--- src/rtl/z3_to_z1_serializer.sv ---
// Restores a 3-phase parallel frame stream to one rounded, saturated sample per clock.
// Optional saturation event counter (sat_cnt port) is built with Z3TOZ1_SAT_CNT_EN.
module z3_to_z1_serializer #(
  parameter int IN_W  = 16,
  parameter int OUT_W = 11
) (
  input  logic                    clk,
  input  logic                    reset,
  input  logic signed [IN_W-1:0]  In [0:2],
  input  logic                    in_valid,
  input  logic                    clr_err,
  output logic signed [OUT_W-1:0] Out,
  output logic                    out_valid,
  output logic                    err_overrun,
  output logic                    err_underrun
`ifdef Z3TOZ1_SAT_CNT_EN
  ,
  output logic [15:0]             sat_cnt
`endif
);

  localparam int SH     = IN_W - OUT_W;
  localparam int RND_SH = (SH > 0) ? SH - 1 : 0;
  localparam logic signed [IN_W:0] RND  = (SH > 0) ? ({{IN_W{1'b0}}, 1'b1} << RND_SH) : '0;
  localparam logic signed [IN_W:0] QMAX = {{(SH+2){1'b0}}, {(OUT_W-1){1'b1}}};
  localparam logic signed [IN_W:0] QMIN = {{(SH+2){1'b1}}, {(OUT_W-1){1'b0}}};

  localparam logic [0:0] S_IDLE = 1'b0;
  localparam logic [0:0] S_RUN  = 1'b1;

  // Sum carried in IN_W+1 bits so the rounding offset can never wrap.
  function automatic logic signed [IN_W:0] shifted(input logic signed [IN_W-1:0] x);
    logic signed [IN_W:0] sum;
    sum = $signed({x[IN_W-1], x}) + RND;
    return sum >>> SH;
  endfunction

  function automatic logic signed [OUT_W-1:0] quant(input logic signed [IN_W-1:0] x);
    logic signed [IN_W:0] shr;
    shr = shifted(x);
    if (shr > QMAX)
      return QMAX[OUT_W-1:0];
    else if (shr < QMIN)
      return QMIN[OUT_W-1:0];
    else
      return shr[OUT_W-1:0];
  endfunction

  logic signed [OUT_W-1:0] w_q [0:2];
  logic signed [OUT_W-1:0] r_out;
  logic signed [OUT_W-1:0] r_hold1;
  logic signed [OUT_W-1:0] r_hold0;
  logic                    r_valid;
  logic                    r_ovr;
  logic                    r_udr;
  logic [1:0]              r_phase;
  logic [0:0]              r_state;

  always_comb begin
    for (int unsigned i = 0; i < 3; i++) begin
      w_q[i] = quant(In[i]);
    end
  end

  // A strobe always loads, whatever the phase; mid-frame it also flags overrun.
  always_ff @(posedge clk) begin
    if (reset) begin
      r_out   <= '0;
      r_hold1 <= '0;
      r_hold0 <= '0;
      r_valid <= 1'b0;
      r_ovr   <= 1'b0;
      r_udr   <= 1'b0;
      r_phase <= 2'd0;
      r_state <= S_IDLE;
    end else begin
      if (clr_err) begin
        r_ovr <= 1'b0;
        r_udr <= 1'b0;
      end
      if (in_valid) begin
        r_out   <= w_q[2];
        r_hold1 <= w_q[1];
        r_hold0 <= w_q[0];
        r_valid <= 1'b1;
        r_phase <= 2'd1;
        r_state <= S_RUN;
        if (r_state == S_RUN && r_phase != 2'd0)
          r_ovr <= 1'b1;
      end else if (r_state == S_RUN) begin
        case (r_phase)
          2'd1: begin
            r_out   <= r_hold1;
            r_phase <= 2'd2;
          end
          2'd2: begin
            r_out   <= r_hold0;
            r_phase <= 2'd0;
          end
          default: begin
            // Phase 0 in RUN is only reachable after a completed frame.
            r_out   <= '0;
            r_valid <= 1'b0;
            r_phase <= 2'd0;
            r_state <= S_IDLE;
            r_udr   <= 1'b1;
          end
        endcase
      end
    end
  end

  assign Out          = r_out;
  assign out_valid    = r_valid;
  assign err_overrun  = r_ovr;
  assign err_underrun = r_udr;

`ifdef Z3TOZ1_SAT_CNT_EN
  logic [1:0]  w_nclip;
  logic [15:0] w_sat_base;
  logic [16:0] w_sat_sum;
  logic [15:0] r_sat_cnt;

  function automatic logic clipped(input logic signed [IN_W-1:0] x);
    logic signed [IN_W:0] shr;
    shr = shifted(x);
    return (shr > QMAX) || (shr < QMIN);
  endfunction

  always_comb begin
    w_nclip = '0;
    for (int unsigned i = 0; i < 3; i++) begin
      w_nclip = w_nclip + {1'b0, clipped(In[i])};
    end
    w_sat_base = clr_err ? '0 : r_sat_cnt;
    w_sat_sum  = {1'b0, w_sat_base} + (in_valid ? {15'd0, w_nclip} : 17'd0);
  end

  always_ff @(posedge clk) begin
    if (reset)
      r_sat_cnt <= '0;
    else
      r_sat_cnt <= w_sat_sum[16] ? '1 : w_sat_sum[15:0];
  end

  assign sat_cnt = r_sat_cnt;
`endif

endmodule
--- config.mk ---
export PLATFORM = sky130hd
export DESIGN_NAME = z3_to_z1_serializer
export DESIGN_NICKNAME = d
export VERILOG_FILES = /design/src/rtl/z3_to_z1_serializer.sv
export SDC_FILE = /design/constraint.sdc
export NUM_CORES = 1
export LEC_CHECK = 0
export ABC_AREA = 1
export CAP_MARGIN = 20
export CORE_ASPECT_RATIO = 0.8
export CORE_MARGIN = 5
export CORE_UTILIZATION = 46
export CTS_BUF_LIST = sky130_fd_sc_hd__clkbuf_4
export CTS_CLUSTER_DIAMETER = 30
export CTS_CLUSTER_SIZE = 30
export DETAILED_ROUTE_END_ITERATION = 10
export PLACE_DENSITY = 0.86
export SLEW_MARGIN = 40
export SYNTH_ARGS = -nofsm -noshare
export SYNTH_HDL_FRONTEND = slang
export SYNTH_SLANG_ARGS = --single-unit
--- constraint.sdc ---
create_clock -name clk -period 1.4 [get_ports clk]
set_clock_uncertainty 0.1 [all_clocks]
set_input_delay 0.28 -clock clk [delete_from_list [all_inputs] [get_ports clk]]
set_output_delay 0.28 -clock clk [all_outputs]
set_load 0.03 [all_outputs]
==> summary.md <==
| Metric | Value |
|---|---|
| Worst r2r src | r_phase[0]$_SDFFE_PP0P_ |
| Synth Register Bits | 39 |
| Flop2flop setup slack | -0.20 ns |
| Min Tclk post-route | 1.601 ns |
| Diodes inserted | 0 |
| Vias/cell | 6.023 |
| Total power | 2.841 mW |
| Cell area power density | 668.0 nW/um^2 |
| Largest net degree at the start of global routing | 21 |
| Post-CTS Hold Buffers | 0 |
| Sw Share | 36.00% |
| Main area contributors after synthesis | dfxtp_1, nand2_1, inv_1, nand3_1, nor2_1 |
| Fin. max-slew vios | 0 |
| Placed cells | 618 |
| Post-Syn Area | 2613 sq um |
| Port Buf Inserts | 53 |
| Place WS | -0.7599 ns |
| Area share of the largest cell type after synthesis | 29.89% |
| Gate Count Post-Synth | 423 |
| CP Launch Type | flop |
| Worst flop-to-flop path endpoint | Out[5]$_SDFFE_PP0P_ |
| Yosys warnings | 0 |
| Status | finished with violations |
| Syn_area_per_cell | 6.176 sq um |
| CTS tree | built |
| Fin worst setup slack | -0.2015 ns |
| Sw Pwr | 1.023 mW |
| Sequential share of the synthesized area | 29.89% |
| Worst-skew pair later-pin latency | 0.37 ns |
| Routed Antenna Nets | 0 |
| Gate power share | 35.2% |
| Post-synth cell types | 34 |
| DRT iter0 DRCs | 709 |
| Worst Hold Endpoint | Out[2]$_SDFFE_PP0P_ |
| Cell area after layout | 4253 sq um |
| Post-synth net total | 481 |
| DR DRC count | 0 |
| Post-synth top area cell | dfxtp_1 |
| Register clock-pin slew on the reported worst setup and hold paths | 0.15 ns |
| Clock sinks | 39 |
| Site Rows | 24 |
| Crit path max fanout | 7 |
| Global-route wire length before repair | 17000 um |
| I/O Pins | 66 |
| Final Hold Fails | 0 |
| Die Wd | 94.26 um |
| Internal power | 1.818 mW |
| Fin crit share | 114.4% |
| Htree depth | 2 |
| Layout Nets | 621 |
| Core area | 5495 sq um |
| DIE AREA | 7296 sq um |
| CTS Buf Count | 5 |
| Starting density of the core | 47.54% |
| Setup_tns | -0.9940 ns |
| Root Buffer | clkbuf_4 |
| Min Hold Slack | 0.2492 ns |
| Kind of critical path | flop to flop |
| CP required | 1.57 ns |
| RSZ-0062 raised after global routing | true |
| Clk buf depth | 2 |
| Max IR drop VDD | 0.3434 mV |
| Worst hold path depth | 5 |
| Avg WL per Cell | 18.46 um |
| Placed instance area | 3785 sq um |
| Initial antenna violation count | 0 |
| Final setup viols | 13 |
| Critical path arrival | 1.77 ns |
| CP endpoint kind | flop |
| Rel. slew slack | 72.89% |
| Clk pwr share | 21.2% |
| Vias | 3867 |
| Hold Path Origin | In[4] |
| Seq pwr share | 43.6% |
| DIE HEIGHT | 77.41 um |
| Total GRT Usage | 28.74% |
| Non-Filler Instances | 642 |
| Drt first pass iters | 8 |
| Core Util, Final | 77.39% |
| GRT overflow | 0 |
| Slew @ Worst Pin | 0.4060 ns |
| Area growth syn-to-layout | 62.79% |
| Vias in the first global route | 3625 |
| Max-cap violation count | 0 |
| Gp weighted congestion | 0.8951 |
| DP HPWL | 6597 um |
| Fmax | 0.6244 GHz |
| R2R depth | 9 |
| Failing checks | setup timing |
| Layout cells sized above 1 | 37.23% |
| P_leak | 2.137 nW |
| Final wirelength | 11850 um |
| Hold WC Path Type | input port to flop |
==> worst max-delay path, stage by stage (launching register included) <==
cell and delay (ns):
dfxtp_4 0.41, inv_6 0.05, ha_4 0.27, inv_4 0.04
nor2_4 0.11, buf_6 0.16, a22oi_2 0.06, nand2_1 0.08
inv_1 0.07, a21oi_2 0.14
==> what timing repair did <==
action | in CTS | in global routing
resized for setup | 106 | 77
setup endpoints to repair | 35 | 33
setup buffers | 7 | 7
cloned | 2 | 0
pin swaps | 38 | 35
==> cell usage in the layout (no fill, tap or decap), types with 7 or more instances in the layout <==
cell and count:
a21oi_1 26, buf_4 91, buf_6 8, clkbuf_2 12, dfxtp_1 37, dlygate4sd2_1 17
inv_1 64, nand2_1 96, nand2_2 18, nand2_4 7, nand3_1 31, nand3_2 9
nor2_1 23, nor2_2 8, nor2_4 8, o21ai_0 7, o22ai_1 8, xor2_1 9
==> registers in the layout, indices dropped and copies added, names as in the netlist <==
name and flops:
Out 11, r_hold1 11, out_valid 1, err_underrun 1
r_state 1, r_phase 2, err_overrun 1, r_hold0 11
==> layer usage <==
layer  up-vias  part of all wire, %  track usage (%)
met5         -                    0                0
met4         0                  8.0            13.71
met3       135                   12            5.803
met2       360                   46            49.08
met1      1734                   34            34.40
li1       1638                    -                -
==> layout make-up <==
class / count / area [sq um]
clock inverter: 2 / 7.507
tap: 78 / 97.59
sequential: 39 / 785.8
fill: 356 / 1242
inverter: 74 / 295.3
clock buffer: 6 / 45.04
timing repair buffer: 141 / 1135
multi-input combinational: 302 / 1887
==> worst max path at each step <==
stage	startpoint	to	slack [ns]	depth (start not counted)
floorplan	In[36]	r_hold0[9]$_SDFFE_PP0P_	0.02	9
global placement	In[5]	Out[5]$_SDFFE_PP0P_	-0.65	10
detailed placement	In[5]	Out[5]$_SDFFE_PP0P_	-0.76	10
CTS	r_phase[0]$_SDFFE_PP0P_	Out[5]$_SDFFE_PP0P_	-0.03	9
global route	r_phase[0]$_SDFFE_PP0P_	Out[6]$_SDFFE_PP0P_	-0.24	9
finish	r_phase[0]$_SDFFE_PP0P_	Out[5]$_SDFFE_PP0P_	-0.20	9
==> synthesized netlist by cell type (all sizes together) <==
cell type and count:
a211oi 1, a21boi 1, a21o 1, a21oi 29, a22o 1, a22oi 8
a31oi 2, buf 4, clkbuf 6, clkinv 3, dfxtp 39, ha 6
inv 71, nand2 120, nand3 44, nand3b 4, nand4 5, nor2 39
nor3 1, o21ai 10, o21bai 3, o22ai 10, o31ai 1, or2 4
xnor2 1, xor2 9
==> power by group through the flow <==
| stage | Clock (mW) | Combinational [mW] | Sequential (mW) |
|---|---|---|---|
| CTS | 0.568 | 0.858 | 1.23 |
| global route | 0.664 | 1.05 | 1.25 |
| global placement | 0 | 0.789 | 1.25 |
| detailed placement | 0 | 0.818 | 1.25 |
| floorplan | 0 | 0.347 | 1.29 |
| finish | 0.604 | 0.999 | 1.24 |
==> logic make-up (layout without fill, tap and decap cells) <==
logic type / Yosys count / count (layout) / synth area share, %
DFF: 39 / 39 / 29.89
buffers and inverters: 84 / 223 / 12.26
and+or+nand+nor: 217 / 218 / 36.06
AOI/OAI and AO/OA: 67 / 68 / 15.57
xor gates and xnor gates: 10 / 10 / 3.353
adders and majority gates: 6 / 6 / 2.873
Power figures use the tool's default switching activity.
==> patch 1, RTL diff (same flow settings) <==
Change the parameter `OUT_W` from 11 to 13.
--- a/src/rtl/z3_to_z1_serializer.sv
+++ b/src/rtl/z3_to_z1_serializer.sv
@@ -2,7 +2,7 @@
 // Optional saturation event counter (sat_cnt port) is built with Z3TOZ1_SAT_CNT_EN.
 module z3_to_z1_serializer #(
   parameter int IN_W  = 16,
-  parameter int OUT_W = 11
+  parameter int OUT_W = 13
 ) (
   input  logic                    clk,
   input  logic                    reset,
Interface: changed (resized Out); port bits go from 66 to 68. No check against the original RTL was run, so the function may have changed too.
==> patch 1 against the unedited design <==
The run still ends with negative setup slack left. Largest cell class unchanged. Routed wire length decreased by 2.6%. Die area increased by 18%. Sequential cell count increased by 6. Worst setup slack improved by 160 ps. Final area increased by 18%. Power increased by 17%. Area after synthesis increased by 20%. Core utilization decreased by 0.47 points.
==> patch 1: results (changes against the unedited design) <==
Logic synthesis:
- The area fraction in compound gates after synthesis is 0.117 (-0.0388).
- The post-synthesis net count is 553 (+15%).
- The fraction of the mapped netlist area in adder cells is 0.0239 (-0.00481).
- The post-synthesis sequential area ratio came to 0.287 (-0.0118).

Power and ir drop:
- The leakage dissipation is 2.46 nW (+15%).
- The worst-case vdd ir drop is 0.416 mV (+21%).

STA:
- The worst hold slack after final layout is 267 ps (+18.3 ps).
- The final worst setup slack came to -45.4 ps (+156 ps).
- The setup violation total in the final timing report is 7 (-6).

Clocking:
- The later-pin clock latency in the skew report is 390 ps (+20 ps).
- The number of setup buffers added after CTS came to 13 (+6).
- The clock transition at the register clock pins on the worst setup and hold paths after CTS is 130 ps (-20 ps).

Global routing:
- The number of global-route vias before repair was 3871 (+6.8%).
- The global routing met3 resource utilization is 0.0459 (-0.0121).
- The met2 capacity usage during global routing came to 0.435 (-0.0554).
- The global-route wire length before repair is 17.5 mm (+2.8%).

Run status:
- The final reports fail on negative setup slack.
- The flow ran to the end, but the final reports show violations.

Detailed routing:
- The number of DRC violations after detailed-routing iteration 0 came to 340 (-52%).
- The routed length on met2 is 5.65 mm (+3.1%).
- The final wirelength came to 11.5 mm (-2.6%).

Finish:
- The data-path buffer share of cell area in the final layout was 0.276 (+0.00941).
- The number of signal-net inverters in the final layout came to 75 (+1.4%).
- The multi-input combinational gate total is 365 (+21%).
- The layout net count was 721 (+16%).

Worst setup path:
- The critical-path maximum fanout is 8 (+1).

Placement:
- The half-perimeter wire length after placement is 7.53 mm (+14%).
## patch 1: cell count changes after synthesis, sizes merged, moves of 3 or more
cell,delta
xnor2,+7
or2,-3
nor2,+26
dfxtp,+6
inv,+3
a22oi,-3
nand4,+8
o22ai,-5
o21ai,+11
clkbuf,+3
xor2,+7
nand3,-3
nand2,+22
## patch 1: cells by family after synthesis
logic type,count (synthesis)
AND/OR/NAND/NOR,267
buffers and inverters,87
AO/OA/AOI/OAI,66
flip-flops,45
XOR/XNOR,24
adder cells (fa/ha/maj),6
## patch 1: through the flow
stage	power [mW]	setup WS (ps)	setup TNS, ps
after global placement	2.32	-602	-22390
after detailed placement	2.36	-672	-24200
after CTS	3.21	0.513	0
final	3.32	-45.4	-110
after floorplan	1.87	8.06	0
after global routing	3.45	-111	-930
## patch 1: power by group
group	internal [mW]	switching (mW)	total (mW)
Sequential	1.37	0.0557	1.43
Combinational	0.474	0.568	1.04
Clock	0.400	0.455	0.855
Total	2.24	1.08	3.32
==> patch 2, RTL diff (same settings) <==
Without the edit above. Register the output `Out` once more, cleared by the reset; this adds one clock of latency there. The other outputs are not delayed to match.
--- a/src/rtl/z3_to_z1_serializer.sv
+++ b/src/rtl/z3_to_z1_serializer.sv
@@ -110,7 +110,13 @@
     end
   end
 
-  assign Out          = r_out;
+  always_ff @(posedge clk) begin
+    if (reset) begin
+      Out <= '0;
+    end else begin
+      Out <= r_out;
+    end
+  end
   assign out_valid    = r_valid;
   assign err_overrun  = r_ovr;
   assign err_underrun = r_udr;
Behaviour: not the same (Yosys sat finds a counterexample within 4 cycles, from zero or initial values and one cycle with reset high).
==> patch 2 against the unedited design <==
Sequential cell count up 11. Final area up 9.9%. Worst setup slack better by 220 ps. Sequential share of layout area up 3.0 points. Routed wire length down 9.5%. Area after synthesis up 15%. Largest cell class unchanged. Power up 27%.
==> patch 2: results (changes against the unedited design) <==
Run status:
- The flow ran to the end, and the final reports show no timing, DRC or antenna violations.

Worst setup path:
- The worst reg2reg path endpoint is r_out[3]$_SDFFE_PP0P_.
- The worst-case reg-to-reg path depth was 7 (-2).
- The arrival time reported for the critical path endpoint was 1610 ps (-160 ps).
- The flop-to-flop setup slack is 20 ps (+220 ps).

Finish:
- The layout net count is 645 (+3.9%).
- The fraction of layout cells with a size suffix above 1 is 0.361 (-0.0118).
- The fill cell total of the finished layout is 438 (+23%).
- From synthesis to final layout, the design area changed by 55.9%.

Power and ir drop:
- The worst-case vdd ir drop is 0.584 mV (+70%).
- The internal power component is 2.51 mW (+38%).
- The leakage dissipation is 2.30 nW (+7.6%).

Global routing:
- The global-route usage over all layers was 0.257 (-0.0307).
- The global-route wire length before repair came to 16.9 mm (-0.65%).
- The maximum number of pins on one net before global-route repair came to 23 (+9.5%).

Logic synthesis:
- The post-synthesis net count is 512 (+6.4%).
- The post-synthesis sequential area ratio is 0.334 (+0.0350).
- The number of distinct standard cells referenced by the synthesized netlist came to 33 (-2.9%).
- After synthesis, the most frequently instantiated cells are sky130_fd_sc_hd__nand2_1, sky130_fd_sc_hd__inv_1, sky130_fd_sc_hd__dfxtp_1, sky130_fd_sc_hd__nand3_1, sky130_fd_sc_hd__nor2_1.
- By area the synthesized netlist is led by sky130_fd_sc_hd__dfxtp_1, sky130_fd_sc_hd__nand2_1, sky130_fd_sc_hd__inv_1.

Detailed routing:
- The number of vias after detailed routing is 3684 (-4.7%).
- The average routed wire per standard cell is 16.0 um (-14%).
- The number of DRC violations after detailed-routing iteration 0 was 302 (-57%).
- The first-pass iteration count of the detailed router was 5 (-3).

STA:
- The slew at the pin closest to its max-slew limit came to 428 ps (+21.9 ps).

Min path:
- In this run the most critical hold path is launched from In[5].
- The hold path depth is 6 (+1).
- The terminating pin of the worst hold path is r_out[0]$_SDFFE_PP0P_.

Placement:
- The standard cell area after detailed placement is 4160 um^2 (+9.8%).
- The half-perimeter wire length after placement is 6.57 mm (-0.46%).
- The last weighted congestion value of the routability-driven placer was 0.844 (-5.7%).
## patch 2: changes by cell type in the layout (fill, tap and decap cells not counted), sizes merged, moves of 5 or more
| cell | change |
|---|---|
| xor2 | +6 |
| clkbuf | -8 |
| a21oi | -5 |
| nand2 | +12 |
| nand3 | +7 |
| dfxtp | +11 |
| nor2 | +5 |
## patch 2: power by group through the flow
stage | sequential (mW) | combinational (mW) | clock (mW)
after floorplan | 1.61 | 0.372 | 0
after global placement | 1.58 | 0.805 | 0
after detailed placement | 1.59 | 0.833 | 0
after CTS | 1.55 | 0.898 | 1.00
after global routing | 1.57 | 1.07 | 1.09
final | 1.56 | 1.01 | 1.04
## patch 2: timing repair
action,in CTS,in global routing
pin swaps,33,24
endpoints found under the setup margin,41,36
cloned,2,0
resized for setup,126,81
setup buffers,6,0
## patch 2: worst max path at each step
stage / slack, ps / end / cells after the start
after global routing: -30 / r_out[6]$_SDFFE_PP0P_ / 7
final: 20 / r_out[3]$_SDFFE_PP0P_ / 7
after CTS: 0.2 / r_hold0[1]$_SDFFE_PP0P_ / 10
after global placement: -560 / r_out[6]$_SDFFE_PP0P_ / 10
after detailed placement: -710 / r_out[5]$_SDFFE_PP0P_ / 10
after floorplan: 30 / r_hold0[5]$_SDFFE_PP0P_ / 9
## patch 2: final cells by class
| type | instances | area share |
|---|---|---|
| multi-input cells | 319 | 0.442 |
| clock buffers | 5 | 0.00803 |
| clock inverters | 3 | 0.0137 |
| inverters | 74 | 0.0616 |
| flip-flops and latches | 50 | 0.215 |
| well taps | 84 | 0.0225 |
| repair buffers | 137 | 0.237 |
## patch 2: per-stage QoR
stage	setup slack, ps	cells
3_3_place_gp	-556	657
4_1_cts	0.223	672
2_1_floorplan	31.4	454
3_5_place_dp	-706	657
6_report	18.7	672
5_1_grt	-26.4	672
## patch 2: kinds of logic (layout without fill, tap and decap cells)
family | count (synthesis) | in the layout | synth area share
and+or+nand+nor | 234 | 236 | 0.361
buffers and inverters | 87 | 219 | 0.113
AOI/OAI and AO/OA | 60 | 60 | 0.118
DFF | 50 | 50 | 0.334
xor gates and xnor gates | 17 | 17 | 0.0497
adders and majority gates | 6 | 6 | 0.0250
## patch 2: critical path: stages (launching register included)
cell	delay, ps
sky130_fd_sc_hd__dfxtp_2	390
sky130_fd_sc_hd__inv_4	60
sky130_fd_sc_hd__ha_4	280
sky130_fd_sc_hd__nand3_4	80
sky130_fd_sc_hd__nor2_4	110
sky130_fd_sc_hd__buf_12	150
sky130_fd_sc_hd__a22oi_1	80
sky130_fd_sc_hd__nand2_1	100
## patch 2: metal layers
layer  track usage  part of all wire
met1         0.280              0.38
met2         0.483              0.51
met3        0.0521             0.071
met4         0.118             0.042
met5             0                 0
